## config.mk

```make
export PLATFORM = sky130hd
export DESIGN_NAME = logic_unit_pipe
export DESIGN_NICKNAME = d
export VERILOG_FILES = /design/src/rtl/logic_unit_pkg.sv /design/src/rtl/logic_unit_core.sv /design/src/rtl/logic_unit_pipe.sv
export SDC_FILE = /design/constraint.sdc
export NUM_CORES = 1
export LEC_CHECK = 0
export ABC_AREA = 0
export CELL_PAD_IN_SITES_DETAIL_PLACEMENT = 0
export CELL_PAD_IN_SITES_GLOBAL_PLACEMENT = 2
export CORE_UTILIZATION = 32
export DETAILED_ROUTE_END_ITERATION = 16
export GPL_TIMING_DRIVEN = 0
export PLACE_DENSITY = 0.79
export SKIP_CTS_REPAIR_TIMING = 1
export SLEW_MARGIN = 30
export SYNTH_ARGS = -nofsm -noshare
export SYNTH_HDL_FRONTEND = slang
export SYNTH_SLANG_ARGS = --single-unit
```

## constraint.sdc

```tcl
create_clock -name clk -period 2.1 [get_ports clk]
set_clock_uncertainty 0.15 [all_clocks]
set_input_delay 0.315 -clock clk [delete_from_list [all_inputs] [get_ports clk]]
set_output_delay 0.315 -clock clk [all_outputs]
set_load 0.02 [all_outputs]
```

## src/rtl/logic_unit_pkg.sv

```systemverilog
// Shared types for the pipelined logic unit: op-code enum, op-code width and
// the combinational result bundle passed from logic_unit_core to the S2 registers.
// Result data is carried at a fixed maximum width; users take the low OUT_WIDTH bits.
package logic_unit_pkg;

   localparam int OP_W     = 3;
   // Upper bound on OUT_WIDTH for any instance of logic_unit_pipe.
   localparam int LU_MAX_W = 128;

   typedef enum logic [OP_W-1:0] {
      LU_AND  = 3'b000,
      LU_OR   = 3'b001,
      LU_NAND = 3'b010,
      LU_NOR  = 3'b011,
      LU_XOR  = 3'b100,
      LU_XNOR = 3'b101,
      LU_SHL  = 3'b110,
      LU_ROR  = 3'b111
   } lu_op_e;

   typedef struct packed {
      logic [LU_MAX_W-1:0] data;
      logic                zero;
      logic                illegal;
   } lu_result_t;

endpackage

```

## src/rtl/logic_unit_core.sv

```systemverilog
// Purpose : combinational evaluation of one logic-unit op (op, a, b -> result).
// Latency : 0 cycles, purely combinational.
// Backpr. : none; the surrounding pipeline decides when the result is captured.
// Ports   : op (lu_op_e), a/b (IN_WIDTH operands), res (lu_result_t, data zero-extended
//           to OUT_WIDTH, zero flag, illegal flag).
// Config  : LOGIC_UNIT_PIPE_SHIFT_EN builds the SHL/ROR barrel shifter; without it
//           SHL/ROR return 0 with the illegal flag set.
module logic_unit_core
   import logic_unit_pkg::*;
#(
   parameter int IN_WIDTH  = 8,
   parameter int OUT_WIDTH = 16
) (
   input  lu_op_e              op,
   input  logic [IN_WIDTH-1:0] a,
   input  logic [IN_WIDTH-1:0] b,
   output lu_result_t          res
);

   logic [IN_WIDTH-1:0] r;
   logic                ill;

`ifdef LOGIC_UNIT_PIPE_SHIFT_EN
   localparam int SH_W = $clog2(IN_WIDTH);
   logic [SH_W-1:0] sh;
   assign sh = b[SH_W-1:0];
`endif

   always_comb begin
      r   = '0;
      ill = 1'b0;
      unique case (op)
         LU_AND:  r = a & b;
         LU_OR:   r = a | b;
         // Inversions happen at IN_WIDTH so the zero-extended upper bits stay 0.
         LU_NAND: r = ~(a & b);
         LU_NOR:  r = ~(a | b);
         LU_XOR:  r = a ^ b;
         LU_XNOR: r = ~(a ^ b);
`ifdef LOGIC_UNIT_PIPE_SHIFT_EN
         LU_SHL:  r = a << sh;
         // Rotate via a doubled copy: the low half of {a,a}>>sh is a rotated right.
         LU_ROR:  r = IN_WIDTH'({a, a} >> sh);
`else
         LU_SHL, LU_ROR: begin
            r   = '0;
            ill = 1'b1;
         end
`endif
         default: r = '0;
      endcase
   end

   always_comb begin
      res                      = '0;
      res.data[OUT_WIDTH-1:0]  = OUT_WIDTH'(r);
      res.zero                 = (r == '0);
      res.illegal              = ill;
   end

endmodule

```

## src/rtl/logic_unit_pipe.sv

```systemverilog
// Purpose : two-stage pipelined logic unit (S1 operand regs, S2 result regs) with op counter.
// Latency : op handshaken in cycle N is visible on Logic_OUT/Logic_Flag after edge N+2.
// Backpr. : holds 2 ops when out_ready is low; in_ready is combinational from out_ready.
// Ports   : clk, RST (async active-low); A, B, ALU_FUN, in_valid/in_ready on the input side;
//           Logic_OUT, Zero_Flag, Illegal_Flag, Logic_Flag (out valid)/out_ready on the output
//           side; Op_Count counts consumed results, wrapping at 2^CNT_WIDTH.
// Config  : LOGIC_UNIT_PIPE_SHIFT_EN enables SHL/ROR in logic_unit_core.
// Params  : IN_WIDTH >= 2, OUT_WIDTH >= IN_WIDTH (and < LU_MAX_W), CNT_WIDTH >= 1.
module logic_unit_pipe
   import logic_unit_pkg::*;
#(
   parameter int IN_WIDTH  = 8,
   parameter int OUT_WIDTH = 16,
   parameter int CNT_WIDTH = 16
) (
   input  logic                 clk,
   input  logic                 RST,
   input  logic [IN_WIDTH-1:0]  A,
   input  logic [IN_WIDTH-1:0]  B,
   input  logic [OP_W-1:0]      ALU_FUN,
   input  logic                 in_valid,
   output logic                 in_ready,
   output logic [OUT_WIDTH-1:0] Logic_OUT,
   output logic                 Logic_Flag,
   input  logic                 out_ready,
   output logic                 Zero_Flag,
   output logic                 Illegal_Flag,
   output logic [CNT_WIDTH-1:0] Op_Count
);

   logic                s1_valid;
   logic [IN_WIDTH-1:0] s1_a;
   logic [IN_WIDTH-1:0] s1_b;
   logic [OP_W-1:0]     s1_op;

   logic       s2_loads;
   logic       s1_loads;
   lu_result_t core_res;
   logic       unused_core_hi;

   // S2 advances when empty or being drained; S1 advances when empty or emptying into S2.
   // Both can shift in the same edge, so a full pipe with out_ready high takes no bubble.
   assign s2_loads = !Logic_Flag || out_ready;
   assign s1_loads = !s1_valid || s2_loads;
   assign in_ready = s1_loads;

   logic_unit_core #(
      .IN_WIDTH  (IN_WIDTH),
      .OUT_WIDTH (OUT_WIDTH)
   ) u_core (
      .op  (lu_op_e'(s1_op)),
      .a   (s1_a),
      .b   (s1_b),
      .res (core_res)
   );

   // Core data above OUT_WIDTH is always zero.
   assign unused_core_hi = |core_res.data[LU_MAX_W-1:OUT_WIDTH];

   // Stage 1: operand capture.
   always_ff @(posedge clk or negedge RST) begin
      if (!RST) begin
         s1_valid <= 1'b0;
         s1_a     <= '0;
         s1_b     <= '0;
         s1_op    <= '0;
      end else if (s1_loads) begin
         s1_valid <= in_valid;
         if (in_valid) begin
            s1_a  <= A;
            s1_b  <= B;
            s1_op <= ALU_FUN;
         end
      end
   end

   // Stage 2: result capture. Data regs only move on a real op so a stalled or
   // bubbled result stays bit-stable.
   always_ff @(posedge clk or negedge RST) begin
      if (!RST) begin
         Logic_Flag   <= 1'b0;
         Logic_OUT    <= '0;
         Zero_Flag    <= 1'b0;
         Illegal_Flag <= 1'b0;
      end else if (s2_loads) begin
         Logic_Flag <= s1_valid;
         if (s1_valid) begin
            Logic_OUT    <= core_res.data[OUT_WIDTH-1:0];
            Zero_Flag    <= core_res.zero;
            Illegal_Flag <= core_res.illegal;
         end
      end
   end

   // Consumed-result counter, wraps naturally.
   always_ff @(posedge clk or negedge RST) begin
      if (!RST) begin
         Op_Count <= '0;
      end else if (Logic_Flag && out_ready) begin
         Op_Count <= Op_Count + 1'b1;
      end
   end

endmodule
```

==> results.sh <==
export IMPL_synth_common_cells="dfrtp_1 (47), inv_1 (19), mux2_1 (19), nand2_1 (19), xnor2_1 (19)"
export IMPL_slew_headroom_pct=59.6
export IMPL_grt_pass1_wl_um=8280
export IMPL_place_ws_ps=-397
export IMPL_maxCapViolations=0
export IMPL_fp_row_count=32
export IMPL_grt_pass1_vias=1735
export IMPL_synth_compound_area_share_pct=7.53
export IMPL_min_path_type="flop to flop"
export IMPL_min_period_over_period_pct=92.2
export IMPL_period_needed_ps=1940
export IMPL_synth_top_family_by_area="simple AND/OR/NAND/NOR gates"
export IMPL_synth_edf_count=0
export IMPL_clkLatencyLatePin_ps=300
export IMPL_arrival_ps=1970
export IMPL_syn_area_um2=2560
export IMPL_grt_setup_unrepaired="false"
export IMPL_synth_area_mux_share_pct=10.0
export IMPL_status="finished clean"
export IMPL_ys_top_cells_by_area="dfrtp_1 (46%), mux2_1 (8.4%), ha_1 (8.3%)"
export IMPL_hold_viol=0
export IMPL_setup_slack_ps=164
export IMPL_p_leak_nw=1.52
export IMPL_first_pass_iters=4
export IMPL_ys_types=35
export IMPL_synth_warnings=0
export IMPL_diodes=0
export IMPL_clkTransAtPathRegs_ps=100
export IMPL_synth_simple_area_share_pct=13.2
export IMPL_required_ps=2140
export IMPL_dp_cells=394
export IMPL_top_level_ports=59
export IMPL_grt_util_all_layers_pct=12.6
export IMPL_irDropWorstVdd_v=0.000677
export IMPL_finalSetupViolCount=0
export IMPL_synth_xor_area_share_pct=7.87
export IMPL_gp_congestion=0.703
export IMPL_start_util_pct=33.1
export IMPL_tritoncts="built"
export IMPL_clock_path_buffers=2
export IMPL_gr_total_overflow=0
export IMPL_syn_inst=235
export IMPL_maxSlewViolCount=0
export IMPL_drc=0
export IMPL_dp_hpwl_um=3460
export IMPL_htreeDepth=2
export IMPL_sequentialPowerShare_pct=41.4
export IMPL_drt_initial_drc_count=56
export IMPL_max_freq_ghz=0.517
export IMPL_crit_path_max_fanout=10
export IMPL_cts_root_buf="clkbuf_8"
export IMPL_seq_area_frac_synth_pct=45.9
export IMPL_worst_setup_path_type="input port to flop"
export IMPL_tightest_slew_ps=606
export IMPL_power_frac_comb_pct=36.0
export IMPL_die_area_um2=8360
export IMPL_via_count=1763
export IMPL_p_switching_w=0.00101
export IMPL_ys_flop_type="dfrtp_1"
export IMPL_final_nets=340
export IMPL_synthToLayoutAreaGrowth_pct=30.5
export IMPL_finalNonFillerCells=403
export IMPL_antenna_found_initial=0
export IMPL_drive_above_1_share_pct=11.3
export IMPL_die_w_um=91.4
export IMPL_synth_top_area_share_pct=45.9
export IMPL_p_int_w=0.00198
export IMPL_routed_wl_um=4740
export IMPL_synth_area_leader_cell="dfrtp_1"
export IMPL_coreArea_um2=7730
export IMPL_power_share_switching_pct=33.6
export IMPL_die_h_um=91.4
export IMPL_numPortBuffers=50
export IMPL_cp_end_kind="flop"
export IMPL_route_antenna_remaining_nets=0
export IMPL_ys_ff_latch=47
export IMPL_p_clk_share_pct=22.6
export IMPL_cts_sinks=47
export IMPL_cts_made_buffers=5
export IMPL_grt_max_degree=48
export IMPL_avgRoutedWirePerCell_um=11.7
export IMPL_syn_area_per_cell_um2=10.9
export IMPL_via_per_inst=4.37
export IMPL_yosysMostFrequentCell="dfrtp_1"
export IMPL_synthAdderAreaFrac_pct=8.31
export IMPL_start_kind="input port"
export IMPL_async_flop_share_pct=100
export IMPL_powerDensity_nw_per_um2=895
## worst max-delay path, stage by stage
cell	delay, ps
clkdlybuf4s50_1	460
nand3b_1	240
nand2_2	280
buf_2	320
mux2_1	350
## registers in the layout, indices dropped and copies added, names as in the netlist
register and count:
s1_a 8, s1_op 3, Logic_OUT 8, s1_valid 1, s1_b 8, Zero_Flag 1, Op_Count 16, Illegal_Flag 1
Logic_Flag 1
## metrics by stage
| step | power, W | utilization (%) | cell area [um2] | hold slack, ps | TNS, ps |
|---|---|---|---|---|---|
| 2_1_floorplan | 0.00192 | - | 2590 | -131 | 0 |
| 3_3_place_gp | 0.00233 | 41.6 | 3210 | 313 | -41750 |
| 6_report | 0.00299 | 43.2 | 3340 | 327 | 0 |
| 5_1_grt | 0.00322 | 43.2 | 3340 | 356 | 0 |
| 3_5_place_dp | 0.00235 | 41.6 | 3210 | 220 | -4490 |
| 4_1_cts | 0.00304 | 43.0 | 3320 | -121 | -583 |
## metal layers
layer | wire (um) | GRT usage, %
met5 | 0 | 0
met3 | 320 | 3.94
met1 | 2330 | 17.0
met2 | 2030 | 19.4
met4 | 59 | 3.57
## power groups by stage
stage	registers [W]	clock network (W)	logic, W
after floorplan	0.00138	0	0.000540
after global placement	0.00125	0	0.00108
after detailed placement	0.00126	0	0.00109
after CTS	0.00124	0.000705	0.00109
after global routing	0.00127	0.000749	0.00120
final	0.00124	0.000675	0.00108
## path summary, 6_finish.rpt
check | startpoint | end | slack [ps] | cells after the start
max in group asynchronous | RST | s1_a[5] | 970 | 2
worst max-delay path | out_ready | s1_a[6] | 160 | 5
worst min-delay path | Op_Count[15] | Op_Count[15] | 330 | 1
min in group asynchronous | RST | Logic_OUT[1] | 400 | 2
worst max register to register | s1_op[0] | Zero_Flag | 180 | 6
worst min register to register | Op_Count[15] | Op_Count[15] | 330 | 1
## cell usage in the layout, fill, tap and decap left out, types with 3 or more instances in the layout
cell,netlist,routed
buf_2,5,4
nand2b_1,12,12
and3_1,3,3
inv_1,19,19
a311oi_1,3,3
clkdlybuf4s50_1,0,48
a311oi_2,4,4
nor2_1,10,10
buf_4,9,10
a21oi_1,6,6
dfrtp_1,47,47
nand4_1,6,6
ha_1,17,17
xor2_1,4,4
conb_1,1,8
or2b_1,4,4
o21ai_1,8,8
mux2_1,19,19
clkbuf_8,0,5
nand2_1,19,18
xnor2_1,19,19
## cell families after synthesis
logic type,Yosys count
and+or+nand+nor,64
DFF,47
buffers and inverters,35
AOI/OAI and AO/OA,25
xor gates and xnor gates,23
muxes,23
adders and majority gates,17
other,1
## layout make-up
cell class	instances	area [um2]
clock buffers	5	68.8
plain buffers	16	110
multi-input cells	160	1230
fillers	734	4390
clock inverters	3	43.8
well taps	102	128
repair buffers	51	510
inverters	19	71.3
flip-flops and latches	47	1180
Note: power is estimated with default switching activity, not from simulation.
